--- src/rtl/btb_update_ctrl.sv ---
// rtl/btb_update_ctrl.sv - BTB write-port controller: in-order update queue, invalidate sweep,
// optional lookup forwarding of pending writes when BTB_BYPASS_EN is defined.
module btb_update_ctrl #(
  parameter int ADDR_W  = 13,
  parameter int BIA_W   = 8,
  parameter int BTA_W   = 32,
  parameter int NUM_UPD = 2,
  parameter int DEPTH   = 4
) (
  input  logic                      clk,
  input  logic                      rst,
  input  logic [NUM_UPD-1:0]        upd_valid,
  input  logic [NUM_UPD*ADDR_W-1:0] upd_addr,
  input  logic [NUM_UPD-1:0]        upd_v,
  input  logic [NUM_UPD*BIA_W-1:0]  upd_bia,
  input  logic [NUM_UPD*BTA_W-1:0]  upd_bta,
  output logic                      upd_ready,
  input  logic                      clr_req,
  output logic                      clr_busy,
  output logic                      btb_wen,
  output logic [ADDR_W-1:0]         btb_waddr,
  output logic                      btb_v,
  output logic [BIA_W-1:0]          btb_bia,
  output logic [BTA_W-1:0]          btb_bta,
  input  logic [ADDR_W-1:0]         lk_addr,
  output logic                      lk_hit,
  output logic                      lk_v,
  output logic [BIA_W-1:0]          lk_bia,
  output logic [BTA_W-1:0]          lk_bta
);
  localparam int PW = (DEPTH > 1) ? $clog2(DEPTH) : 1;
  localparam int CW = $clog2(DEPTH + 1);
  localparam int NW = $clog2(NUM_UPD + 1);

  typedef enum logic {IDLE, CLEAR} state_t;
  state_t state;

  logic [PW-1:0]     head, tail;
  logic [CW-1:0]     count;
  logic [ADDR_W-1:0] cnt;
  logic [ADDR_W-1:0] q_addr [DEPTH];
  logic              q_v    [DEPTH];
  logic [BIA_W-1:0]  q_bia  [DEPTH];
  logic [BTA_W-1:0]  q_bta  [DEPTH];

  logic [PW-1:0] slot [NUM_UPD];
  logic [NW-1:0] push_n;
  logic          pop;

  assign upd_ready = (state == IDLE) && !clr_req && (count <= CW'(DEPTH - NUM_UPD));
  assign pop       = (state == IDLE) && !clr_req && (count != '0);
  assign clr_busy  = (state == CLEAR);

  // Valid ports take consecutive slots after tail so the queue has no holes.
  always_comb begin
    push_n = '0;
    for (int i = 0; i < NUM_UPD; i++) begin
      slot[i] = tail + PW'(push_n);
      if (upd_valid[i]) push_n = push_n + NW'(1);
    end
  end

  always_ff @(posedge clk) begin
    if (upd_ready) begin
      for (int i = 0; i < NUM_UPD; i++) begin
        if (upd_valid[i]) begin
          q_addr[slot[i]] <= upd_addr[i*ADDR_W +: ADDR_W];
          q_v[slot[i]]    <= upd_v[i];
          q_bia[slot[i]]  <= upd_bia[i*BIA_W +: BIA_W];
          q_bta[slot[i]]  <= upd_bta[i*BTA_W +: BTA_W];
        end
      end
    end
  end

  always_ff @(posedge clk) begin
    if (rst) begin
      state     <= IDLE;
      head      <= '0;
      tail      <= '0;
      count     <= '0;
      cnt       <= '0;
      btb_wen   <= 1'b0;
      btb_waddr <= '0;
      btb_v     <= 1'b0;
      btb_bia   <= '0;
      btb_bta   <= '0;
    end else begin
      case (state)
        IDLE: begin
          if (clr_req) begin
            // Queued updates are stale once the table is wiped, so drop them.
            state     <= CLEAR;
            head      <= '0;
            tail      <= '0;
            count     <= '0;
            cnt       <= '0;
            btb_wen   <= 1'b1;
            btb_waddr <= '0;
            btb_v     <= 1'b0;
            btb_bia   <= '0;
            btb_bta   <= '0;
          end else begin
            btb_wen <= pop;
            if (pop) begin
              btb_waddr <= q_addr[head];
              btb_v     <= q_v[head];
              btb_bia   <= q_bia[head];
              btb_bta   <= q_bta[head];
              head      <= head + PW'(1);
            end
            if (upd_ready) tail <= tail + PW'(push_n);
            count <= count + (upd_ready ? CW'(push_n) : CW'(0)) - CW'(pop);
          end
        end
        CLEAR: begin
          if (cnt == '1) begin
            state   <= IDLE;
            btb_wen <= 1'b0;
          end else begin
            cnt       <= cnt + ADDR_W'(1);
            btb_waddr <= cnt + ADDR_W'(1);
            btb_wen   <= 1'b1;
          end
        end
        default: state <= IDLE;
      endcase
    end
  end

`ifdef BTB_BYPASS_EN
  logic [PW-1:0] idx;

  // Later (younger) queue matches override earlier ones; the output register ranks lowest.
  always_comb begin
    lk_hit = 1'b0;
    lk_v   = 1'b0;
    lk_bia = '0;
    lk_bta = '0;
    idx    = '0;
    if (state == CLEAR) begin
      lk_hit = 1'b1;
    end else begin
      if (btb_wen && btb_waddr == lk_addr) begin
        lk_hit = 1'b1;
        lk_v   = btb_v;
        lk_bia = btb_bia;
        lk_bta = btb_bta;
      end
      for (int j = 0; j < DEPTH; j++) begin
        idx = head + PW'(j);
        if (CW'(j) < count && q_addr[idx] == lk_addr) begin
          lk_hit = 1'b1;
          lk_v   = q_v[idx];
          lk_bia = q_bia[idx];
          lk_bta = q_bta[idx];
        end
      end
    end
  end
`else
  logic unused_lk;
  assign unused_lk = ^lk_addr;
  assign lk_hit    = 1'b0;
  assign lk_v      = 1'b0;
  assign lk_bia    = '0;
  assign lk_bta    = '0;
`endif
endmodule

--- config.mk ---
export PLATFORM = sky130hd
export DESIGN_NAME = btb_update_ctrl
export DESIGN_NICKNAME = d
export VERILOG_FILES = /design/src/rtl/btb_update_ctrl.sv
export SDC_FILE = /design/constraint.sdc
export NUM_CORES = 1
export LEC_CHECK = 0
export CAP_MARGIN = 20
export CORE_MARGIN = 5
export CORE_UTILIZATION = 49
export CTS_CLUSTER_DIAMETER = 80
export CTS_CLUSTER_SIZE = 25
export DETAILED_ROUTE_END_ITERATION = 8
export PLACE_DENSITY = 0.77
export SLEW_MARGIN = 20
export SYNTH_ARGS = -nofsm -noshare
export SYNTH_HDL_FRONTEND = slang
export SYNTH_SLANG_ARGS = --single-unit
--- constraint.sdc ---
create_clock -name clk -period 7.1 [get_ports clk]
set_input_delay 1.42 -clock clk [delete_from_list [all_inputs] [get_ports clk]]
set_output_delay 1.42 -clock clk [all_outputs]
set_load 0.05 [all_outputs]
**Word-level counts from Yosys, hierarchy flattened**

Memory sizes are Yosys's and may differ from the RTL's. A register that Yosys moved wholly into a read port is not among the register bits.
Cells that the tools add are included.

- Memories kept: 4
- Register bits after elaboration: 76
- Memory bits (writable): 216
- Bits of input ports: 126
- Word-level logic and storage cells: 77

- Magnitude comparators: 1
- Muxes and demuxes: 39
- Reduce and logical (&&, ||, !) cells: 11
- Bitwise gates (word level): 1
- Add/sub/neg operators: 7
- Equal/unequal tests: 4

Memories:

| memory | words | width | rd ports | clocked after memory_dff | wr ports | RTL line | RTL |
|---|---|---|---|---|---|---|---|
| q_bta | 4 | 32 | 1 | 1 | 2 | 44 | `logic [BTA_W-1:0] q_bta [DEPTH];` |
| q_addr | 4 | 13 | 1 | 1 | 2 | 41 | `logic [ADDR_W-1:0] q_addr [DEPTH];` |
| q_bia | 4 | 8 | 1 | 1 | 2 | 43 | `logic [BIA_W-1:0] q_bia [DEPTH];` |
| q_v | 4 | 1 | 1 | 1 | 2 | 42 | `logic q_v [DEPTH];` |

Operators by type and width:

| cell | number |
|---|---|
| 32-bit two-way mux | 2 |
| 13-bit two-way mux | 4 |
| 13-bit case mux with 2 select lines | 2 |
| 2-bit two-way mux | 14 |
| 8-bit two-way mux | 2 |
| 13-bit by 1-bit adder with 13-bit output (second input constant) | 1 |
| 13-bit equality test (second input constant) | 1 |
| 1-bit two-way mux | 12 |
| 2-bit AND reduction | 4 |
| 2-bit != test (second input constant) | 2 |
| 1-bit case mux with 2 select lines | 2 |
| 2-bit nonzero test | 2 |
| 3-bit by 2-bit adder with 3-bit output | 1 |
| 3-bit by 2-bit less-or-equal comparator with 1-bit output (second input constant) | 1 |
| 1-bit logical AND | 3 |
| 3-bit two-way mux | 1 |
| 3-bit != test (second input constant) | 1 |
| 3-bit nonzero test | 1 |
| 3-bit by 1-bit subtractor with 3-bit output | 1 |
| 1-bit by 1-bit adder with 2-bit output (second input constant) | 1 |
| 2-bit by 1-bit adder with 2-bit output | 1 |
| 2-bit by 1-bit adder with 2-bit output (second input constant) | 1 |
| 2-bit adder | 1 |
| 1-bit zero test | 1 |
| 1-bit inverter | 1 |

**Logic depth before layout (Yosys ltp)**

Gate-level depths: netlist of the first run.

- Depth in word-level cells: 7
- Gate-level depth with buffers: 14
- Mapped depth without buffers: 11

**Least setup slack after synthesis of the first run**

OpenSTA, ideal clock, no wires.

- Kind: input to register
- From: input clr_req
- To: memory q_addr[0][0] (enable)
- Data required time: 6,554 ps
- Path slack: 212 ps
- Stages: 5
- Arrival time: 6,342 ps
- Cells stage by stage: buf_2 > a2111oi_4 > buf_4 > nand2_1 > o31ai_1

RTL lines:

| what | RTL line | RTL |
|---|---|---|
| start: declaration | 18 | `input logic clr_req,` |
| end: declaration | 41 |  |

**Final worst setup path of the first run**

- From: input clr_req
- To: output upd_ready

- Cells in the longest elaborated chain, start to end: 3

RTL lines:

| what | RTL line | RTL |
|---|---|---|
| 1-bit zero test | 50 | `assign upd_ready = (state == IDLE) && !clr_req && (count <= CW'(DEPTH - NUM_UPD));` |
| 1-bit logical AND (2 in a row) | 50 |  |
| end: declaration | 17 | `output logic upd_ready,` |

Every way passes these cells.

==> results of run 1 <==
-- power by group through the flow --
stage | Clock, mW | Sequential [mW] | Combinational, mW
after floorplan | 0 | 2.07 | 0.339
after global placement | 0 | 2.01 | 0.567
after detailed placement | 0 | 2.01 | 0.576
after CTS | 1.07 | 1.97 | 0.579
after global routing | 1.13 | 1.98 | 0.616
final | 1.04 | 1.97 | 0.574
-- path summary, 6_finish.rpt --
| check | end | startpoint | slack, ns |
|---|---|---|---|
| hold / removal | cnt[12] | cnt[12] | 0.47 |
| setup reg to reg | q_addr[2][9] | clr_busy | 3.16 |
| hold reg to reg | cnt[12] | cnt[12] | 0.47 |
| setup / recovery | upd_ready | clr_req | 1.77 |
-- cell usage after synthesis, drive strengths merged, types with 3 or more instances --
cell type / number / area, um2
edfxtp: 216 / 6490
mux2: 216 / 2460
dfxtp: 78 / 1560
buf: 76 / 533
nor2: 69 / 262
mux4: 54 / 1220
a22oi: 47 / 353
nand2: 38 / 158
clkbuf: 26 / 97.6
a21oi: 14 / 73.8
a311oi: 11 / 96.3
xnor2: 9 / 78.8
ha: 7 / 87.6
o21ai: 7 / 35.0
inv: 6 / 22.5
nand3: 6 / 30.0
nand4: 6 / 67.6
xor2: 5 / 43.8
a211oi: 4 / 30.0
and3: 3 / 18.8
o31ai: 3 / 22.5
-- cells by family (layout without fill, tap and decap cells) --
kind of cell / Yosys count / after routing / share of synthesized area, %
xor gates and xnor gates: 14 / 14 / 0.879
other: 1 / 43 / 0.0269
AOI/OAI and AO/OA: 92 / 92 / 4.88
adders and majority gates: 8 / 8 / 0.772
DFF: 294 / 294 / 57.7
buffers and inverters: 108 / 214 / 4.68
muxes: 272 / 272 / 26.5
and+or+nand+nor: 136 / 136 / 4.53
-- critical path: stages --
cell and delay, ns:
clkdlybuf4s50_1 0.63, a2111oi_4 0.89, clkdlybuf4s50_1 0.96
-- registers in the layout, indices dropped and copies added, names as in the netlist, named ones only --
signal,count
btb_bia,8
btb_bta,32
btb_v,1
btb_waddr,13
btb_wen,1
clr_busy,1
cnt,13
count,3
head,2
q_addr,52
q_bia,32
q_bta,128
q_v,4
tail,2
-- routing by layer --
layer  vias up  share of wire, %  track usage (%)
met5         -             0.067                0
met4         4               1.5             3.49
met3        30               6.7             3.54
met2       280                50             33.7
met1      4104                42             26.5
li1       3769                 -                -
-- final cells by class --
cell class                 instances  share of cell area (%)
clock buffer                      23                    2.74
tap                              378                    2.90
timing repair buffer             182                    11.0
clock inverter                     3                   0.360
inverter                           6                   0.138
multi-input combinational        564                    33.5
antenna                            1                  0.0153
sequential                       294                    49.3
-- through the flow --
step	setup WS (ns)	total power, mW	instance area (um2)	hold slack, ns	cells
global placement	1.77	2.58	15800	0.444	1424
detailed placement	1.71	2.59	15800	0.456	1424
CTS	1.82	3.62	16300	0.470	1450
floorplan	0.212	2.40	14100	0.436	966
finish	1.77	3.59	16300	0.469	1451
global route	1.68	3.73	16300	0.501	1451
==> flow_metrics.tcl, run 1 <==
set metrics [dict create \
    cp.arrival_ns 3.91 \
    grt-ovfl-total 0 \
    drive_gt1_share_pct 20.6 \
    slew_headroom_pct 25.8 \
    die_h_um 179 \
    cp.required_ns 5.68 \
    syn_area_per_cell_um2 15.1 \
    final_common_cell "edfxtp_1" \
    worstSetupEndpointType "output port" \
    synthCells 925 \
    hp-class "reg2reg" \
    switching_share_pct 25.7 \
    cts_sinks 294 \
    max_freq_mhz 188 \
    setup-tns-final_ns 0 \
    synth_warnings 0 \
    ys.flop_type "edfxtp_1" \
    synth_edf_count 216 \
    cts_buffer_depth 3 \
    die-area_um2 31900 \
    drcViolationCount 0 \
    cts_hold_buf 0 \
    port_buffers 169 \
    start_util_pct 49.9 \
    cts_resized 0 \
    grt_pass1_vias 8490 \
    pin_count 225 \
    maxCapViolations 0 \
    synth-seq-cells 294 \
    synthArstFlopShare_pct 0 \
    grt_setup_unrepaired "no" \
    final_cell_mix "216 x edfxtp_1, 168 x clkdlybuf4s50_1, 106 x mux2_2, 102 x mux2_1, 76 x dfxtp_1" \
    min_period_ns 5.33 \
    grt_pass1_wl_mm 48.6 \
    post_cts_buffers 0 \
    grt_max_degree 78 \
    netlist_area_um2 13900 \
    ys_seq_area_share_pct 57.7 \
    switching_power_uw 921 \
    min_path_cells 2 \
    p_leak_nw 5.43 \
    grt.total_usage_pct 19.6 \
    dr.pass1.iters 5 \
    rows 61 \
    wl_per_cell_um 21.6 \
    p_int_mw 2.67 \
    fin_crit_sh_pct 75.1 \
    worst-path-max-fanout 11 \
    fillers 2208 \
    hold_viol 0 \
    viasPerCell 5.64 \
    seqCellArea_um2 8050 \
    clockRootBuffer "clkbuf_16" \
    initialDrtViolationCount 588 \
    final_nets 1198 \
    critPathKind "in2out" \
    vias 8187 \
    cts_tree "yes" \
    r2r_cells 6 \
    worst_pin_slew_ns 1.11 \
    finalWirelength_mm 31.4 \
    htree_levels 1 \
    clk_pin_slew_worst_paths_ns 0.10 \
    p_seq_share_pct 55.0 \
    ys_types 50 \
    antenna_found_initial 3 \
    setup_viol 0 \
    multi_input_area_um2 5470 \
    cts_buffers 16 \
    coreArea_um2 27900 \
    clk_latency_ns 0.50 \
    clkPwrFrac_pct 29.0 \
    maxSlewViolCount 0 \
    dpl.hpwl_mm 19.0 \
    fin_util_pct 58.5 \
    ant_nets 0 \
    vdd.ir_drop.worst_mv 0.139 \
    skew_ns 0.0217 \
    area_growth_pct 17.1 \
    p_comb_share_pct 16.0 \
    power.density_nw_per_um2 220 \
    die_x_um 179 \
    cp-start-kind "input port" \
    gp_congestion 0.811 \
    status "complete, no violations" \
]
Note: power is estimated with default switching activity, not from simulation.
==> run 2: changes to the inputs <==
- clock period: 7.1 -> 4.54 ns (I/O delays scaled with it)
==> run 2 against run 1 <==
Clock-buffer cell count grew 2. First-iteration DRC count shrank 0.68%. Power grew 56%. Non-clock buffer count grew 13. Combinational power grew 60%. Sequential share of layout area shrank 0.43 points. Final cell count grew 0.96%. Worst hold slack gained 0.00054 ns. Sequential cell count is the same. Critical path depth grew 1. Via count grew 1.1%. Critical path type unchanged. Largest cell class unchanged.
==> flow_metrics.tcl, run 2 (synthesis gave the netlist of run 1 again) <==
set metrics [dict create \
    status "complete, no violations" \
    worst_pin_slew_ns 0.924 \
    port_buffers 169 \
    clkPwrFrac_pct 28.5 \
    grt.total_usage_pct 19.9 \
    clk_pin_slew_worst_paths_ns 0.10 \
    cp.arrival_ns 2.44 \
    cp.required_ns 3.63 \
    routed.top_layer "met5" \
    switching_share_pct 25.8 \
    setup_viol 0 \
    min_period_ns 3.35 \
    coreArea_um2 27900 \
    p_comb_share_pct 16.4 \
    worstSetupEndpointType "output port" \
    switching_power_mw 1.45 \
    power.density_nw_per_um2 339 \
    final_nets 1211 \
    p_seq_share_pct 55.1 \
    start_util_pct 49.9 \
    vias 8273 \
    die_x_um 179 \
    met2_length_mm 15.5 \
    die_h_um 179 \
    grt_setup_unrepaired "no" \
    fin_util_pct 59.0 \
    worst-path-max-fanout 6 \
    cts_sinks 294 \
    p_int_mw 4.15 \
    cts_buffer_depth 3 \
    wl_met3_mm 2.29 \
    fin_crit_sh_pct 73.8 \
    cts_resized 0 \
    die-area_um2 31900 \
    critPathKind "in2out" \
    p_total_mw 5.59 \
    cts_tree "yes" \
    drive_gt1_share_pct 21.7 \
    finalWorstSetupSlack_ns 1.19 \
    antennaDiodeCount 0 \
    viasPerCell 5.65 \
    final_common_cell "edfxtp_1" \
    post_cts_buffers 0 \
    initialDrtViolationCount 584 \
    rows 61 \
    antenna_found_initial 3 \
    hold_viol 0 \
    pre_cts_ws_ns 0.770 \
    dr.pass1.iters 5 \
    p_leak_nw 5.51 \
    dpl.hpwl_mm 19.6 \
    largest_reg_flops 128 \
    grt-ovfl-total 0 \
    area_growth_pct 18.2 \
    vdd.ir_drop.worst_mv 0.265 \
    grt_pass1_vias 8540 \
    skew_ns 0.0221 \
    cts_hold_buf 0 \
    finalWirelength_mm 31.7 \
    cp-start-kind "input port" \
    grt_pass1_wl_mm 49.0 \
    grt_max_degree 55 \
    clockRootBuffer "clkbuf_16" \
    slew_headroom_pct 38.4 \
    maxCapViolations 0 \
    drcViolationCount 0 \
    htree_levels 1 \
    gp_congestion 0.770 \
    pin_count 225 \
    maxSlewViolCount 0 \
    met1Wirelength_mm 13.0 \
    cts_buffers 16 \
    wl_per_cell_um 21.6 \
    max_freq_mhz 298 \
    hp-class "reg2reg" \
    ant_nets 0 \
    clk_latency_ns 0.50 \
    final_cell_mix "216 x edfxtp_1, 167 x clkdlybuf4s50_1, 106 x mux2_2, 102 x mux2_1, 76 x dfxtp_1" \
]
-- run 2: cell types whose count changed in the layout (fill, tap and decap cells not counted), sizes merged --
cell	previous run	this run
bufinv	1	0
diode	1	0
clkbuf	23	25
buf	14	28
clkdlybuf4s50	168	167
clkinv	0	1
-- run 2: critical path: stages --
cell	delay, ns
clkdlybuf4s50_1	0.47
a2111oi_4	0.60
buf_4	0.24
buf_4	0.22
-- run 2: power groups by stage --
stage | sequential (mW) | clock, mW | combinational [mW]
global route | 3.09 | 1.73 | 0.987
floorplan | 3.22 | 0 | 0.532
CTS | 3.09 | 1.63 | 0.918
detailed placement | 3.15 | 0 | 0.913
finish | 3.08 | 1.59 | 0.920
global placement | 3.15 | 0 | 0.896
-- run 2: area by class of cell --
class / instances / area [um2]
repair buffers: 195 / 1950
well taps: 378 / 473
fillers: 2175 / 11500
flip-flops and latches: 294 / 8060
clock buffers: 25 / 465
inverters: 6 / 22.5
multi-input cells: 564 / 5470
clock inverters: 3 / 36.3
-- run 2: path summary, 6_finish.rpt --
path | slack [ns] | endpoint | start | depth (start not counted)
worst max-delay path | 1.19 | upd_ready | clr_req | 4
worst min register to register | 0.47 | cnt[12] | cnt[12] | 2
worst min-delay path | 0.47 | cnt[12] | cnt[12] | 2
worst max register to register | 1.75 | count[2] | count[1] | 12
-- run 2: metrics by stage --
step | cell area [um2] | std cells | hold WS, ns | TNS (ns)
2_1_floorplan | 14100 | 966 | 0.436 | -39.48
3_3_place_gp | 15900 | 1434 | 0.445 | 0
3_5_place_dp | 15900 | 1436 | 0.455 | 0
4_1_cts | 16500 | 1464 | 0.469 | 0
5_1_grt | 16500 | 1465 | 0.504 | 0
6_report | 16500 | 1465 | 0.469 | 0
-- run 2: metal layers --
| layer | vias up | GRT usage [%] |
|---|---|---|
| li1 | 3796 | - |
| met1 | 4145 | 26.5 |
| met2 | 280 | 33.4 |
| met3 | 46 | 4.30 |
| met4 | 6 | 5.15 |
| met5 | - | 0 |
